==> src/rtl/fetch_controller_pkg.sv <==
// Shared encodings for the fetch controller and the IF stage datapath.
// States, select codes and the control bundle that drives IF.
package fetch_controller_pkg;

   typedef enum logic [1:0] {
      BOOT  = 2'd0,
      FETCH = 2'd1,
      HOLD  = 2'd2
   } fstate_t;

   localparam logic PC_SEL_SEQ   = 1'b0;
   localparam logic PC_SEL_BR    = 1'b1;
   localparam logic HOLD_SEL_MEM = 1'b0;
   localparam logic HOLD_SEL_BUF = 1'b1;

   typedef struct packed {
      logic memreq;
      logic pcwrite;
      logic pcsel;
      logic ifidwrite;
      logic ifidflush;
      logic holdload;
      logic holdsel;
      logic instvalid;
   } fctl_t;

endpackage

==> src/rtl/fetch_timeout_counter.sv <==
// Saturating wait counter for outstanding memory requests.
// expired pulses on the cycle the count reaches TIMEOUT_CYCLES.
module fetch_timeout_counter #(
   parameter int TIMEOUT_CYCLES = 64
) (
   input  logic clk,
   input  logic rst,
   input  logic en,
   input  logic clr,
   output logic expired
);

   localparam int W = $clog2(TIMEOUT_CYCLES + 1);
   localparam logic [W-1:0] LIM = W'(TIMEOUT_CYCLES);
   localparam logic [W-1:0] ONE = W'(1);

   logic [W-1:0] cnt;

   always_ff @(posedge clk or negedge rst) begin
      if (!rst) begin
         cnt <= '0;
      end else if (clr) begin
         cnt <= '0;
      end else if (en && cnt != LIM) begin
         cnt <= cnt + ONE;
      end
   end

   assign expired = en && !clr && (cnt == LIM - ONE);

endmodule

==> src/rtl/fetch_controller.sv <==
// IF stage sequencer: PC load, memory handshake, IF/ID write/hold/flush.
// Arbitrates memory completion, ID hazard stalls and EX branches.
module fetch_controller
   import fetch_controller_pkg::*;
#(
   parameter int TIMEOUT_CYCLES = 64,
   parameter int CNT_W          = 16
) (
   input  logic             clk,
   input  logic             rst,
   input  logic             hazardStall,
   input  logic             brTaken,
   input  logic             memReady,
   output logic             memReq,
   output logic             pcWrite,
   output logic             pcSel,
   output logic             ifIdWrite,
   output logic             ifIdFlush,
   output logic             holdLoad,
   output logic             holdSel,
   output logic             instValid,
   output logic             memTimeout,
   output logic [CNT_W-1:0] fetchCount
);

   fstate_t state, state_n;
   logic    discard, discard_n;
   fctl_t   ctl;
   logic    expired;
   logic    delivered;

   logic go_br, mem_take, mem_stall;
   logic mem_drop, hold_go;

   // Branch outranks everything, so the others are gated by it.
   assign go_br     = brTaken;
   assign mem_drop  = !brTaken && memReady && discard;
   assign mem_take  = !brTaken && memReady && !discard
                      && !hazardStall;
   assign mem_stall = !brTaken && memReady && !discard
                      && hazardStall;
   assign hold_go   = !brTaken && !hazardStall;

   always_ff @(posedge clk or negedge rst) begin
      if (!rst) begin
         state   <= BOOT;
         discard <= 1'b0;
      end else begin
         state   <= state_n;
         discard <= discard_n;
      end
   end

   always_comb begin
      state_n   = state;
      discard_n = discard;
      unique case (state)
         BOOT: state_n = FETCH;
         FETCH: begin
            unique case (1'b1)
               go_br:     discard_n = !memReady;
               mem_drop:  discard_n = 1'b0;
               mem_stall: state_n   = HOLD;
               default: ;
            endcase
         end
         HOLD: begin
            if (go_br || hold_go) state_n = FETCH;
         end
         default: state_n = BOOT;
      endcase
   end

   always_comb begin
      ctl = '0;
      unique case (state)
         FETCH: begin
            ctl.memreq = 1'b1;
            unique case (1'b1)
               go_br: begin
                  ctl.pcwrite   = 1'b1;
                  ctl.pcsel     = PC_SEL_BR;
                  ctl.ifidflush = 1'b1;
               end
               mem_take: begin
                  ctl.pcwrite   = 1'b1;
                  ctl.pcsel     = PC_SEL_SEQ;
                  ctl.ifidwrite = 1'b1;
                  ctl.instvalid = 1'b1;
               end
               mem_stall: ctl.holdload = 1'b1;
               default: ;
            endcase
         end
         HOLD: begin
            ctl.holdsel = HOLD_SEL_BUF;
            unique case (1'b1)
               go_br: begin
                  ctl.pcwrite   = 1'b1;
                  ctl.pcsel     = PC_SEL_BR;
                  ctl.ifidflush = 1'b1;
               end
               hold_go: begin
                  ctl.pcwrite   = 1'b1;
                  ctl.pcsel     = PC_SEL_SEQ;
                  ctl.ifidwrite = 1'b1;
                  ctl.instvalid = 1'b1;
               end
               default: ;
            endcase
         end
         default: ctl.holdsel = HOLD_SEL_MEM;
      endcase
   end

   assign memReq    = ctl.memreq;
   assign pcWrite   = ctl.pcwrite;
   assign pcSel     = ctl.pcsel;
   assign ifIdWrite = ctl.ifidwrite;
   assign ifIdFlush = ctl.ifidflush;
   assign holdLoad  = ctl.holdload;
   assign holdSel   = ctl.holdsel;
   assign instValid = ctl.instvalid;

   assign delivered = ctl.ifidwrite && ctl.instvalid;

   fetch_timeout_counter #(
      .TIMEOUT_CYCLES(TIMEOUT_CYCLES)
   ) u_tmo (
      .clk     (clk),
      .rst     (rst),
      .en      ((state == FETCH) && !memReady),
      .clr     (memReady),
      .expired (expired)
   );

   always_ff @(posedge clk or negedge rst) begin
      if (!rst) begin
         memTimeout <= 1'b0;
         fetchCount <= '0;
      end else begin
         if (expired) memTimeout <= 1'b1;
         if (delivered) fetchCount <= fetchCount + CNT_W'(1);
      end
   end

endmodule
==> config.mk <==
export PLATFORM = sky130hd
export DESIGN_NAME = fetch_controller
export DESIGN_NICKNAME = d
export VERILOG_FILES = /design/src/rtl/fetch_controller_pkg.sv /design/src/rtl/fetch_timeout_counter.sv /design/src/rtl/fetch_controller.sv
export SDC_FILE = /design/constraint.sdc
export NUM_CORES = 1
export LEC_CHECK = 0
export CORE_ASPECT_RATIO = 1.1
export CORE_MARGIN = 1
export CORE_UTILIZATION = 48
export CTS_BUF_LIST = sky130_fd_sc_hd__clkbuf_4 sky130_fd_sc_hd__clkbuf_8
export CTS_CLUSTER_DIAMETER = 60
export DETAILED_ROUTE_END_ITERATION = 6
export HOLD_SLACK_MARGIN = 0.05
export PLACE_DENSITY_LB_ADDON = 0.25
export SLEW_MARGIN = 5
export SYNTH_ARGS = -nofsm -noshare
export SYNTH_HDL_FRONTEND = slang
export SYNTH_HIERARCHICAL = 1
export SYNTH_SLANG_ARGS = --single-unit
==> constraint.sdc <==
create_clock -name clk -period 1.75 [get_ports clk]
set_input_delay 0.2625 -clock clk [delete_from_list [all_inputs] [get_ports clk]]
set_output_delay 0.2625 -clock clk [all_outputs]
set_load 0.02 [all_outputs]
==> Word level (Yosys, flattened, before mapping) <==
Index checks and enable logic that the tools add are counted.
{ "totals": {"out_inout_bits": 25, "mem_count": 0, "latchBits": 0, "wordCells": 51, "romBits": 0, "mem_bits_rw": 0, "register_bits": 27} }
{ "classes": {"bitwise": 0, "shifts": 0, "muxes": 17, "div": 0, "addsub": 2, "mul": 0, "magnitude_cmp": 0, "n_eq_ne": 6, "reduce_logical": 21} }
{ "op_table": {"columns": ["operator", "n"], "rows": [
  ["$add A16 B1 Y16 const B", 1],
  ["$mux W7", 2],
  ["$logic_and A1 B1 Y1", 11],
  ["$pmux W2 S2", 2],
  ["$pmux W4 S2", 1],
  ["$add A7 B1 Y7 const B", 1],
  ["$eq A7 B6 Y1 const B", 1],
  ["$mux W1", 7],
  ["$ne A7 B7 Y1 const B", 1],
  ["$pmux W2 S3", 1],
  ["$logic_not A1 Y1", 4],
  ["$mux W2", 2],
  ["$ne A2 B2 Y1 const B", 2],
  ["$pmux W1 S2", 2],
  ["$reduce_and A2 Y1", 2],
  ["$reduce_bool A2 Y1", 2],
  ["$eq A2 B1 Y1 const B", 1],
  ["$eq A2 B2 Y1 const B", 1],
  ["$logic_not A2 Y1", 1],
  ["$logic_or A1 B1 Y1", 1]
]} }

==> Logic depth before layout (Yosys ltp) <==
Gate-level depths: netlist of run 1.
{ "logic_depth": {"depth_word": 7, "depth_mapped": 8, "ltp_nobuf": 7} }

==> Hierarchy <==
The synthesis of run 1 kept the hierarchy.
{ "modules_own_cells": {"columns": ["module", "area_per_inst_um2", "n_inst", "cells_each", "seq_area_each_um2"], "rows": [
  ["fetch_controller", 1112.3, 1, 104, 500.5],
  ["fetch_timeout_counter", 439.2, 1, 46, 175.2]
]} }

==> Least setup slack after synthesis of run 1 <==
OpenSTA, ideal clock, no wires.
{ "synth_timing": {"path_kind": "register to register", "start": "reg state[1]", "end": "reg u_tmo.cnt[6]", "t_arrival_ns": 2.016, "period_less_slack_ns": 2.094, "stages_incl_launch_ff": 9, "path_slack_ns": -0.344, "path_cell_list": "dfrtp_1 inv_1 ha_1 buf_2 nor2b_1 clkbuf_1 nand4_1 or3_1 a21oi_1"} }
{ "synth_via": {"elab_chain_cells": 4} }
{ "synth_rtl": {"columns": ["element", "line_no", "text"], "rows": [
  ["start, declared", "fetch_controller.sv:26", "fstate_t state, state_n;"],
  ["start signal, assigned", "fetch_controller.sv:49", "state <= state_n;"],
  ["$eq A2 B1 Y1", "fetch_controller.sv:132", ".en ((state == FETCH) && !memReady),"],
  ["$logic_and A1 B1 Y1", "fetch_controller.sv:132", null],
  ["$logic_and A1 B1 Y1", "fetch_timeout_counter.sv:24", "end else if (en && cnt != LIM) begin"],
  ["$reduce_bool A2 Y1 (no source line)", null, null],
  ["end signal, assigned", "fetch_timeout_counter.sv:25", "cnt <= cnt + ONE;"],
  ["end, declared", "fetch_timeout_counter.sv:17", "logic [W-1:0] cnt;"]
]} }
No other way between the ends.
A chain may end at the register's enable or synchronous reset.

==> Final worst setup path of run 1 <==
{ "layout_timing": {"start": "reg state[1]", "end": "reg fetchCount[10]"} }
{ "layout_via": {"elab_chain_cells": 3, "elab_cells_between_ends": 5, "cone_classes": "eq/ne (2); mux (2); reduce/logical (1)"} }
{ "layout_rtl": {"columns": ["element", "line_no", "text"], "rows": [
  ["$eq A2 B2 Y1 / $eq A2 B1 Y1 (equally long branches)", "fetch_controller.sv:76", "unique case (state)"],
  ["$pmux W4 S2 / $pmux W1 S2 (equally long branches)", "fetch_controller.sv:76", null],
  ["$logic_and A1 B1 Y1 *", "fetch_controller.sv:125", "assign delivered = ctl.ifidwrite && ctl.instvalid;"],
  ["end signal, assigned", "fetch_controller.sv:143", "if (delivered) fetchCount <= fetchCount + CNT_W'(1);"],
  ["end, declared", "fetch_controller.sv:23", "output logic [CNT_W-1:0] fetchCount"]
]} }
Mark *: on every way between the ends. The rest lies on a longest branch, timed or not.

==> results of run 1 <==
## layout make-up
class                   count  share of cell area [%]
well taps                  34                    1.90
repair buffers             57                    23.3
inverters                   8                    1.45
clock buffers               3                    1.00
multi-input cells         110                    41.9
clock inverters             1                   0.335
flip-flops and latches     27                    30.1
## worst reg2reg max path, cell delays in order, from the launching register on
cell      delay (ps)
dfrtp_1          420
inv_2             70
buf_6            120
ha_4             160
and3b_4          200
buf_4            150
o211ai_1         300
buf_4            210
nor2_4            40
xnor2_1          180
## timing repair
item,in CTS,in global routing
hold buffers,0,0
setup buffers,6,4
gates cloned,0,0
hold endpoints to repair,0,0
resized for setup,68,8
endpoints found under the setup margin,21,25
pin swaps,16,11
## flip-flops by register name (all words and copies together) (netlist names)
| register | cells |
|---|---|
| fetchCount | 16 |
| u_tmo/cnt | 7 |
| state | 2 |
| discard | 1 |
| memTimeout | 1 |
## cells by family (layout without fill, tap and decap cells)
group	Yosys count	in the layout	share of synthesized area, %
flip-flops	27	27	43.5
adder cells (fa/ha/maj)	7	7	5.64
AO/OA/AOI/OAI	20	20	10.6
AND/OR/NAND/NOR	64	64	25.7
multiplexers	2	2	1.37
buffers and inverters	13	69	3.55
XOR/XNOR	17	17	9.60
## how the worst max path moves through the flow
stage                     end  slack [ps]  cells after the start
2_1_floorplan    u_tmo/cnt[0]         -50                      7
3_3_place_gp          pcWrite        -370                      5
3_5_place_dp          pcWrite        -400                      5
4_1_cts             ifIdWrite        -150                      7
5_1_grt             ifIdWrite        -240                      6
6_report       fetchCount[10]        -160                      9
## cell usage after synthesis, types with 4 or more instances
master,count,area share [%]
a21oi_1,6,1.9
dfrtp_1,27,44
ha_1,7,5.6
inv_1,7,1.7
nand2_1,15,3.6
nand3_1,7,2.3
nand4_1,4,1.6
nor2_1,9,2.2
nor3_1,5,1.6
o21ai_0,4,1.3
xnor2_1,5,2.8
xor2_1,12,6.8
## metrics by stage
stage	instances	setup WS (ps)	hold WS, ps	cell area, um2	TNS [ps]
after CTS	238	-147	283	2200	-1160
after floorplan	150	-47.9	-33.1	1580	-102
after global routing	240	-235	293	2240	-3300
final	240	-164	287	2240	-1360
after detailed placement	229	-401	459	2030	-4250
after global placement	229	-365	455	2030	-3470
## routing by layer
metal	part of all wire (%)	track usage (%)
met1	43	25.1
met2	53	40.8
met3	2.3	2.10
met4	1.6	9.76
met5	0	0
## power by group
part / total [mW] / switching, mW / internal, mW
registers: 0.767 / 0.0753 / 0.692
clock network: 0.282 / 0.195 / 0.0873
logic: 1.05 / 0.493 / 0.553
total: 2.09 / 0.763 / 1.33
==> report_table.html, run 1 <==
<table>
<tr><th>Metric</th><th>Value</th></tr>
<tr><th colspan="2">Setup path</th></tr>
<tr><td>Worst setup path startpoint</td><td>state[1]</td></tr>
<tr><td>Delay-heaviest family, CP</td><td>buffers and inverters</td></tr>
<tr><td>Worst Path Class, Setup</td><td>flip-flop to flip-flop</td></tr>
<tr><td>Launching point of the worst reg2reg path</td><td>state[1]</td></tr>
<tr><td>Register-to-register path setup slack</td><td>-160 ps</td></tr>
<tr><td>Critical path's slowest cell</td><td>dfrtp_1</td></tr>
<tr><td>Most frequent cell on the critical path</td><td>buf_4</td></tr>
<tr><td>Arrival time at the worst endpoint</td><td>2160 ps</td></tr>
<tr><td>Worst R2R End</td><td>fetchCount[10]</td></tr>
<tr><td>Launching element type of the critical path</td><td>flip-flop</td></tr>
<tr><td>Maximum net fanout on the critical path</td><td>4</td></tr>
<tr><td>Critical path data required time</td><td>1990 ps</td></tr>
<tr><td>Number of buffer and inverter stages on the critical path</td><td>4</td></tr>
<tr><td>Kind of capture point of the worst setup path</td><td>flip-flop</td></tr>
<tr><td>Depth of the worst register-to-register path</td><td>9</td></tr>
<tr><td>Cell-by-cell trace of the critical path</td><td>inv_2 &gt; buf_6 &gt; ha_4 &gt; and3b_4 &gt; buf_4 &gt; o211ai_1 &gt; buf_4 &gt; nor2_4 &gt; xnor2_1</td></tr>
<tr><td>Delay of the slowest cell on the worst path</td><td>roughly 420 ps</td></tr>
<tr><th colspan="2">Global routing</th></tr>
<tr><td>Via count of the first global-routing pass</td><td>~1300</td></tr>
<tr><td>Global-route wire length before repair</td><td>5820 um</td></tr>
<tr><td>Number of antenna violations at the first check in global routing</td><td>0</td></tr>
<tr><td>GRT overflow</td><td>0</td></tr>
<tr><td>Maximum number of pins on one net before global-route repair</td><td>28</td></tr>
<tr><td>GR Util All Layers</td><td>around 22%</td></tr>
<tr><th colspan="2">Route</th></tr>
<tr><td>Routed length per instance</td><td>15.5 um</td></tr>
<tr><td>Final ANT Viol Nets</td><td>0</td></tr>
<tr><td>Ratio of routed vias to standard cells</td><td>5.46</td></tr>
<tr><td>Wire length reported by the detailed router</td><td>3730 um</td></tr>
<tr><td>Total via count in the routed design</td><td>1310</td></tr>
<tr><td>Total DRC errors in the routed layout</td><td>0</td></tr>
<tr><td>DRC marker count from the first detailed-route iteration</td><td>45</td></tr>
<tr><td>Router iterations before antenna repair</td><td>4</td></tr>
<tr><th colspan="2">Power and ir drop</th></tr>
<tr><td>PD cells</td><td>934 nW/um2</td></tr>
<tr><td>Overall Power</td><td>2.09 mW</td></tr>
<tr><td>Worst supply voltage drop on vdd</td><td>0.898 mV</td></tr>
<tr><td>Leakage Power</td><td>approximately 1.1 nW</td></tr>
<tr><th colspan="2">Run status</th></tr>
<tr><td>Failing checks</td><td>setup timing</td></tr>
<tr><td>Run status</td><td>finished, violations left</td></tr>
<tr><th colspan="2">Synthesis</th></tr>
<tr><td>Async set-or-reset flop fraction in the synthesized netlist</td><td>100%</td></tr>
<tr><td>Post-Synthesis Net Count</td><td>roughly 160</td></tr>
<tr><td>Synthesis Warnings</td><td>6</td></tr>
<tr><td>Unique cell type count in the Yosys netlist</td><td>between 40 and 50</td></tr>
<tr><td>Most frequently used flop master after synthesis</td><td>dfrtp_1</td></tr>
<tr><td>Sequential cell area fraction in the yosys report</td><td>43.5%</td></tr>
<tr><td>Average instance area after synthesis</td><td>10.3 um2</td></tr>
<tr><td>Post-synthesis instance area</td><td>approximately 1600 um2</td></tr>
<tr><td>Seq cells post-synth</td><td>27</td></tr>
<tr><td>Gate Count Post-Synth</td><td>150</td></tr>
<tr><td>EDFF count, synth</td><td>0</td></tr>
<tr><th colspan="2">Floorplan</th></tr>
<tr><td>Initial core utilization</td><td>between 50% and 60%</td></tr>
<tr><td>Total die area</td><td>3460 um2</td></tr>
<tr><td>Width of the chip</td><td>~56 um</td></tr>
<tr><td>Floorplan Core Area</td><td>between 3000 and 4000 um2</td></tr>
<tr><td>Y dimension of the die</td><td>61.6 um</td></tr>
<tr><td>Number of placement rows</td><td>21</td></tr>
<tr><td>Ports</td><td>30</td></tr>
<tr><th colspan="2">Final layout</th></tr>
<tr><td>Share of layout cells above drive strength 1</td><td>34.0%</td></tr>
<tr><td>Most common library cell in the layout ignoring fill and taps</td><td>dfrtp_1</td></tr>
<tr><td>Diodes inserted</td><td>0</td></tr>
<tr><td>Total area of sequential cells</td><td>676 um2</td></tr>
<tr><td>Layout Area Growth over Synthesis</td><td>44.6%</td></tr>
<tr><td>Final core area utilization</td><td>73.0%</td></tr>
<tr><td>Fillers</td><td>219</td></tr>
<tr><td>Multi-input logic area</td><td>around 940 um2</td></tr>
<tr><td>Commonest cells after routing, fill and taps aside</td><td>dfrtp_1 (27), buf_4 (25), clkdlybuf4s50_1 (18)</td></tr>
<tr><td>Total Nets Final</td><td>219</td></tr>
<tr><th colspan="2">Clocking</th></tr>
<tr><td>Clock tree root driver cell</td><td>clkbuf_4</td></tr>
<tr><td>Buffer levels on the longest clock path</td><td>2</td></tr>
<tr><td>Clk slew on worst S/H paths</td><td>160 ps</td></tr>
<tr><td>Maximum level of the CTS H-tree</td><td>1</td></tr>
<tr><td>Total number of clock tree sinks</td><td>27</td></tr>
<tr><td>Latest clock arrival within the worst-skew pair</td><td>330 ps</td></tr>
<tr><td>TritonCTS buffer count</td><td>3</td></tr>
<tr><td>Clock tree from TritonCTS</td><td>built</td></tr>
<tr><th colspan="2">STA</th></tr>
<tr><td>Number of slew-limit violations in the final report</td><td>0</td></tr>
<tr><td>PnR worst setup slack</td><td>-164 ps</td></tr>
<tr><td>Slew at the pin closest to its max-slew limit</td><td>between 300 and 400 ps</td></tr>
<tr><td>Final period demand of the worst path</td><td>about 1900 ps</td></tr>
<tr><td>Relative slew margins</td><td>76.1%</td></tr>
<tr><td>Final Setup Violations</td><td>16</td></tr>
<tr><td>Unrepaired setup endpoints after global routing</td><td>true</td></tr>
<tr><td>Hold violation total from the final report</td><td>0</td></tr>
<tr><td>Post-Route Skew</td><td>9.49 ps</td></tr>
<tr><td>Final cycle utilization of the critical path</td><td>109%</td></tr>
<tr><td>Max Clock Freq</td><td>522 MHz</td></tr>
<tr><th colspan="2">Placed design</th></tr>
<tr><td>IO buf count</td><td>29</td></tr>
<tr><td>Hpwl dp</td><td>roughly 2600 um</td></tr>
<tr><td>Final weighted congestion of routability-driven global placement</td><td>0.823</td></tr>
<tr><th colspan="2">Min path</th></tr>
<tr><td>Kind of path behind the tightest hold check</td><td>primary input to async pin</td></tr>
<tr><th colspan="2">Run</th></tr>
<tr><td>Number of max-capacitance violations reported</td><td>0</td></tr>
</table>
No activity file was read; power rests on OpenSTA's default activity.
==> run 2: changes to the inputs <==
==> constraint.sdc (replaced) <==
create_clock -name clk -period 1.6 [get_ports clk]
set_input_delay 0.24 -clock clk [delete_from_list [all_inputs] [get_ports clk]]
set_output_delay 0.24 -clock clk [all_outputs]
set_load 0.02 [all_outputs]
==> report_table.html, run 2 (synthesized netlist as in run 1, its figures left out) <==
<table>
<tr><th>Metric</th><th>Value</th></tr>
<tr><th colspan="2">Final layout</th></tr>
<tr><td>Largest reg by FF count</td><td>fetchCount</td></tr>
<tr><td>Layout Area Growth over Synthesis</td><td>52.6%</td></tr>
<tr><td>Diodes inserted</td><td>0 (unchanged)</td></tr>
<tr><td>Commonest cells after routing, fill and taps aside</td><td>buf_4 (28), dfrtp_1 (27), dlygate4sd2_1 (16)</td></tr>
<tr><td>Registers with the highest flip-flop counts</td><td>fetchCount (16), u_tmo/cnt (7), state (2)</td></tr>
<tr><td>Max reg flops</td><td>16 (unchanged)</td></tr>
<tr><td>Total Nets Final</td><td>226 (+3.2%)</td></tr>
<tr><td>Most common library cell in the layout ignoring fill and taps</td><td>buf_4</td></tr>
<tr><td>Fillers</td><td>195 (-11%)</td></tr>
<tr><td>Share of layout cells above drive strength 1</td><td>41.3% (+7.3 points)</td></tr>
<tr><th colspan="2">STA</th></tr>
<tr><td>Slew at the pin closest to its max-slew limit</td><td>345 ps (-13.4 ps)</td></tr>
<tr><td>Unrepaired setup endpoints after global routing</td><td>true</td></tr>
<tr><td>Final setup TNS</td><td>-3590 ps (-2240 ps)</td></tr>
<tr><td>PnR worst setup slack</td><td>-273 ps (-109 ps)</td></tr>
<tr><td>Final Setup Violations</td><td>25 (+9)</td></tr>
<tr><td>Post-Route Skew</td><td>7.72 ps (-1.77 ps)</td></tr>
<tr><td>Max Clock Freq</td><td>534 MHz</td></tr>
<tr><td>Number of slew-limit violations in the final report</td><td>0 (unchanged)</td></tr>
<tr><td>Final period demand of the worst path</td><td>~1900 ps</td></tr>
<tr><td>Relative slew margins</td><td>77.0% (+0.89 points)</td></tr>
<tr><td>Worst hold slack</td><td>226 ps (-61.2 ps)</td></tr>
<tr><td>Final cycle utilization of the critical path</td><td>117%</td></tr>
<tr><td>Hold violation total from the final report</td><td>0 (unchanged)</td></tr>
<tr><th colspan="2">Min path</th></tr>
<tr><td>Kind of path behind the tightest hold check</td><td>primary input to async pin</td></tr>
<tr><th colspan="2">Global routing</th></tr>
<tr><td>Via count of the first global-routing pass</td><td>1338 (-0.37%)</td></tr>
<tr><td>GR Util All Layers</td><td>23.2% (+1.7 points)</td></tr>
<tr><td>Maximum number of pins on one net before global-route repair</td><td>28 (unchanged)</td></tr>
<tr><td>Global-route wire length before repair</td><td>6160 um (+5.9%)</td></tr>
<tr><td>Number of antenna violations at the first check in global routing</td><td>0 (unchanged)</td></tr>
<tr><td>GRT overflow</td><td>0 (unchanged)</td></tr>
<tr><th colspan="2">Floorplan</th></tr>
<tr><td>Ports</td><td>30 (unchanged)</td></tr>
<tr><td>Y dimension of the die</td><td>61.6 um (unchanged)</td></tr>
<tr><td>Total die area</td><td>3460 um2 (unchanged)</td></tr>
<tr><td>Number of placement rows</td><td>21 (unchanged)</td></tr>
<tr><td>Floorplan Core Area</td><td>3070 um2 (unchanged)</td></tr>
<tr><td>Width of the chip</td><td>56.2 um (unchanged)</td></tr>
<tr><td>Initial core utilization</td><td>50.5% (unchanged)</td></tr>
<tr><th colspan="2">Setup path</th></tr>
<tr><td>Critical path's slowest cell</td><td>dfrtp_1</td></tr>
<tr><td>Arrival time at the worst endpoint</td><td>1630 ps (-530 ps)</td></tr>
<tr><td>Register-to-register path setup slack</td><td>-220 ps (-60 ps)</td></tr>
<tr><td>Worst Path Class, Setup</td><td>flip-flop to output pin</td></tr>
<tr><td>Delay of the slowest cell on the worst path</td><td>400 ps (-20 ps)</td></tr>
<tr><td>Maximum net fanout on the critical path</td><td>3 (-1)</td></tr>
<tr><td>Critical path data required time</td><td>1360 ps (-630 ps)</td></tr>
<tr><td>Cell-by-cell trace of the critical path</td><td>inv_2 &gt; ha_4 &gt; nor3b_4 &gt; o21ai_4 &gt; inv_4 &gt; buf_6</td></tr>
<tr><td>Launching element type of the critical path</td><td>flip-flop</td></tr>
<tr><td>Kind of capture point of the worst setup path</td><td>output pin</td></tr>
<tr><th colspan="2">Route</th></tr>
<tr><td>Routed length per instance</td><td>17.2 um (+10%)</td></tr>
<tr><td>Ratio of routed vias to standard cells</td><td>5.64 (+3.4%)</td></tr>
<tr><td>Wire length reported by the detailed router</td><td>4240 um (+14%)</td></tr>
<tr><td>Final ANT Viol Nets</td><td>0 (unchanged)</td></tr>
<tr><td>Total DRC errors in the routed layout</td><td>0 (unchanged)</td></tr>
<tr><td>Router iterations before antenna repair</td><td>4 (unchanged)</td></tr>
<tr><td>Total via count in the routed design</td><td>1394 (+6.4%)</td></tr>
<tr><td>DRC marker count from the first detailed-route iteration</td><td>57 (+27%)</td></tr>
<tr><th colspan="2">Power and ir drop</th></tr>
<tr><td>Overall Power</td><td>2.42 mW (+16%)</td></tr>
<tr><td>Worst supply voltage drop on vdd</td><td>1.32 mV (+47%)</td></tr>
<tr><td>Combinational fraction of design power</td><td>51.9% (+2.0 points)</td></tr>
<tr><td>Switching power</td><td>0.916 mW (+20%)</td></tr>
<tr><td>Relative contribution of sequential cells to total power</td><td>34.4% (-2.2 points)</td></tr>
<tr><td>Leakage Power</td><td>1.19 nW (+8.0%)</td></tr>
<tr><td>Switching Share</td><td>37.8% (+1.4 points)</td></tr>
<tr><td>P_int</td><td>1.51 mW (+13%)</td></tr>
<tr><td>PD cells</td><td>1020 nW/um2 (+9.6%)</td></tr>
<tr><td>Fraction of power consumed by the clock network</td><td>13.7% (+0.2 points)</td></tr>
<tr><th colspan="2">Clocking</th></tr>
<tr><td>Clk slew on worst S/H paths</td><td>170 ps (about the same)</td></tr>
<tr><td>Clock tree from TritonCTS</td><td>built</td></tr>
<tr><td>Total number of clock tree sinks</td><td>27 (unchanged)</td></tr>
<tr><td>TritonCTS buffer count</td><td>3 (unchanged)</td></tr>
<tr><td>Clock tree root driver cell</td><td>clkbuf_4</td></tr>
<tr><td>Latest clock arrival within the worst-skew pair</td><td>350 ps (+20 ps)</td></tr>
<tr><td>Buffer levels on the longest clock path</td><td>2 (unchanged)</td></tr>
<tr><td>Maximum level of the CTS H-tree</td><td>1 (unchanged)</td></tr>
<tr><th colspan="2">Run status</th></tr>
<tr><td>Failing checks</td><td>setup timing</td></tr>
<tr><td>Run status</td><td>finished, violations left</td></tr>
<tr><th colspan="2">Run</th></tr>
<tr><td>Number of max-capacitance violations reported</td><td>0 (unchanged)</td></tr>
<tr><th colspan="2">Placed design</th></tr>
<tr><td>Worst Setup Slack post-DPL</td><td>-535 ps (-134 ps)</td></tr>
<tr><td>IO buf count</td><td>29 (unchanged)</td></tr>
<tr><td>Final weighted congestion of routability-driven global placement</td><td>0.859 (+4.3%)</td></tr>
<tr><td>Hpwl dp</td><td>2660 um (+2.2%)</td></tr>
</table>
run 2: cell count changes in the layout (fill, tap and decap cells not counted), moves of 2 or more:
cell,delta
a21oi_1,-2
a21oi_2,+2
buf_4,+3
buf_6,+4
clkdlybuf4s50_1,-14
dlygate4sd2_1,+16
dlymetal6s2s_1,-2
nand2_1,-2
nand2_4,+2
nor2_1,-2
run 2: final cells by class:
class / instances / area (um2) / share of cell area [%]
inverter: 8 / 32.5 / 1.37
sequential: 27 / 676 / 28.5
tap: 34 / 42.5 / 1.80
multi-input combinational: 110 / 1010 / 42.7
timing repair buffer: 64 / 576 / 24.3
clock buffer: 3 / 22.5 / 0.951
clock inverter: 1 / 7.51 / 0.317
run 2: path summary, 6_finish.rpt:
kind                                      from        endpoint  cells past startpoint
worst max-delay path                  state[1]       ifIdWrite                      6
worst min-delay path                       rst    u_tmo/cnt[5]                      2
worst max register to register        state[1]  fetchCount[14]                      8
worst min register to register  fetchCount[15]  fetchCount[15]                      1
max in group asynchronous                  rst        state[1]                      2
min in group clk                fetchCount[15]  fetchCount[15]                      1
run 2: what timing repair did:
action,CTS,global route
endpoints found under the setup margin,43,31
hold buffers,0,0
gates resized for setup,68,41
pin swaps,7,13
setup buffers,3,9
run 2: per-stage QoR:
| stage | util [%] | area, um2 | cells |
|---|---|---|---|
| finish | 77.0 | 2370 | 247 |
| global route | 77.0 | 2370 | 247 |
| CTS | 69.8 | 2150 | 238 |
| detailed placement | 67.7 | 2080 | 233 |
| global placement | 67.7 | 2080 | 233 |
| floorplan | - | 1600 | 150 |
run 2: routing by layer:
metal	track usage [%]	part of all wire, %	wire (um)
met1	26.9	40	1690
met2	43.2	55	2320
met3	2.94	3.1	132
met4	11.8	2.3	99
met5	0	0	0
run 2: worst max-delay path, delay by kind of cell (launching register included):
family	cells	cell delay (ps)
DFF	1	400
buffers and inverters	3	270
AOI/OAI and AO/OA	1	110
adders and majority gates	1	280
and+or+nand+nor	1	230
run 2: power by group through the flow:
stage               registers [mW]  clock network (mW)  logic (mW)
CTS                          0.824               0.339       0.998
global route                 0.844               0.353        1.35
finish                       0.833               0.333        1.26
global placement             0.826                   0       0.940
floorplan                    0.881                   0       0.517
detailed placement           0.834                   0       0.988
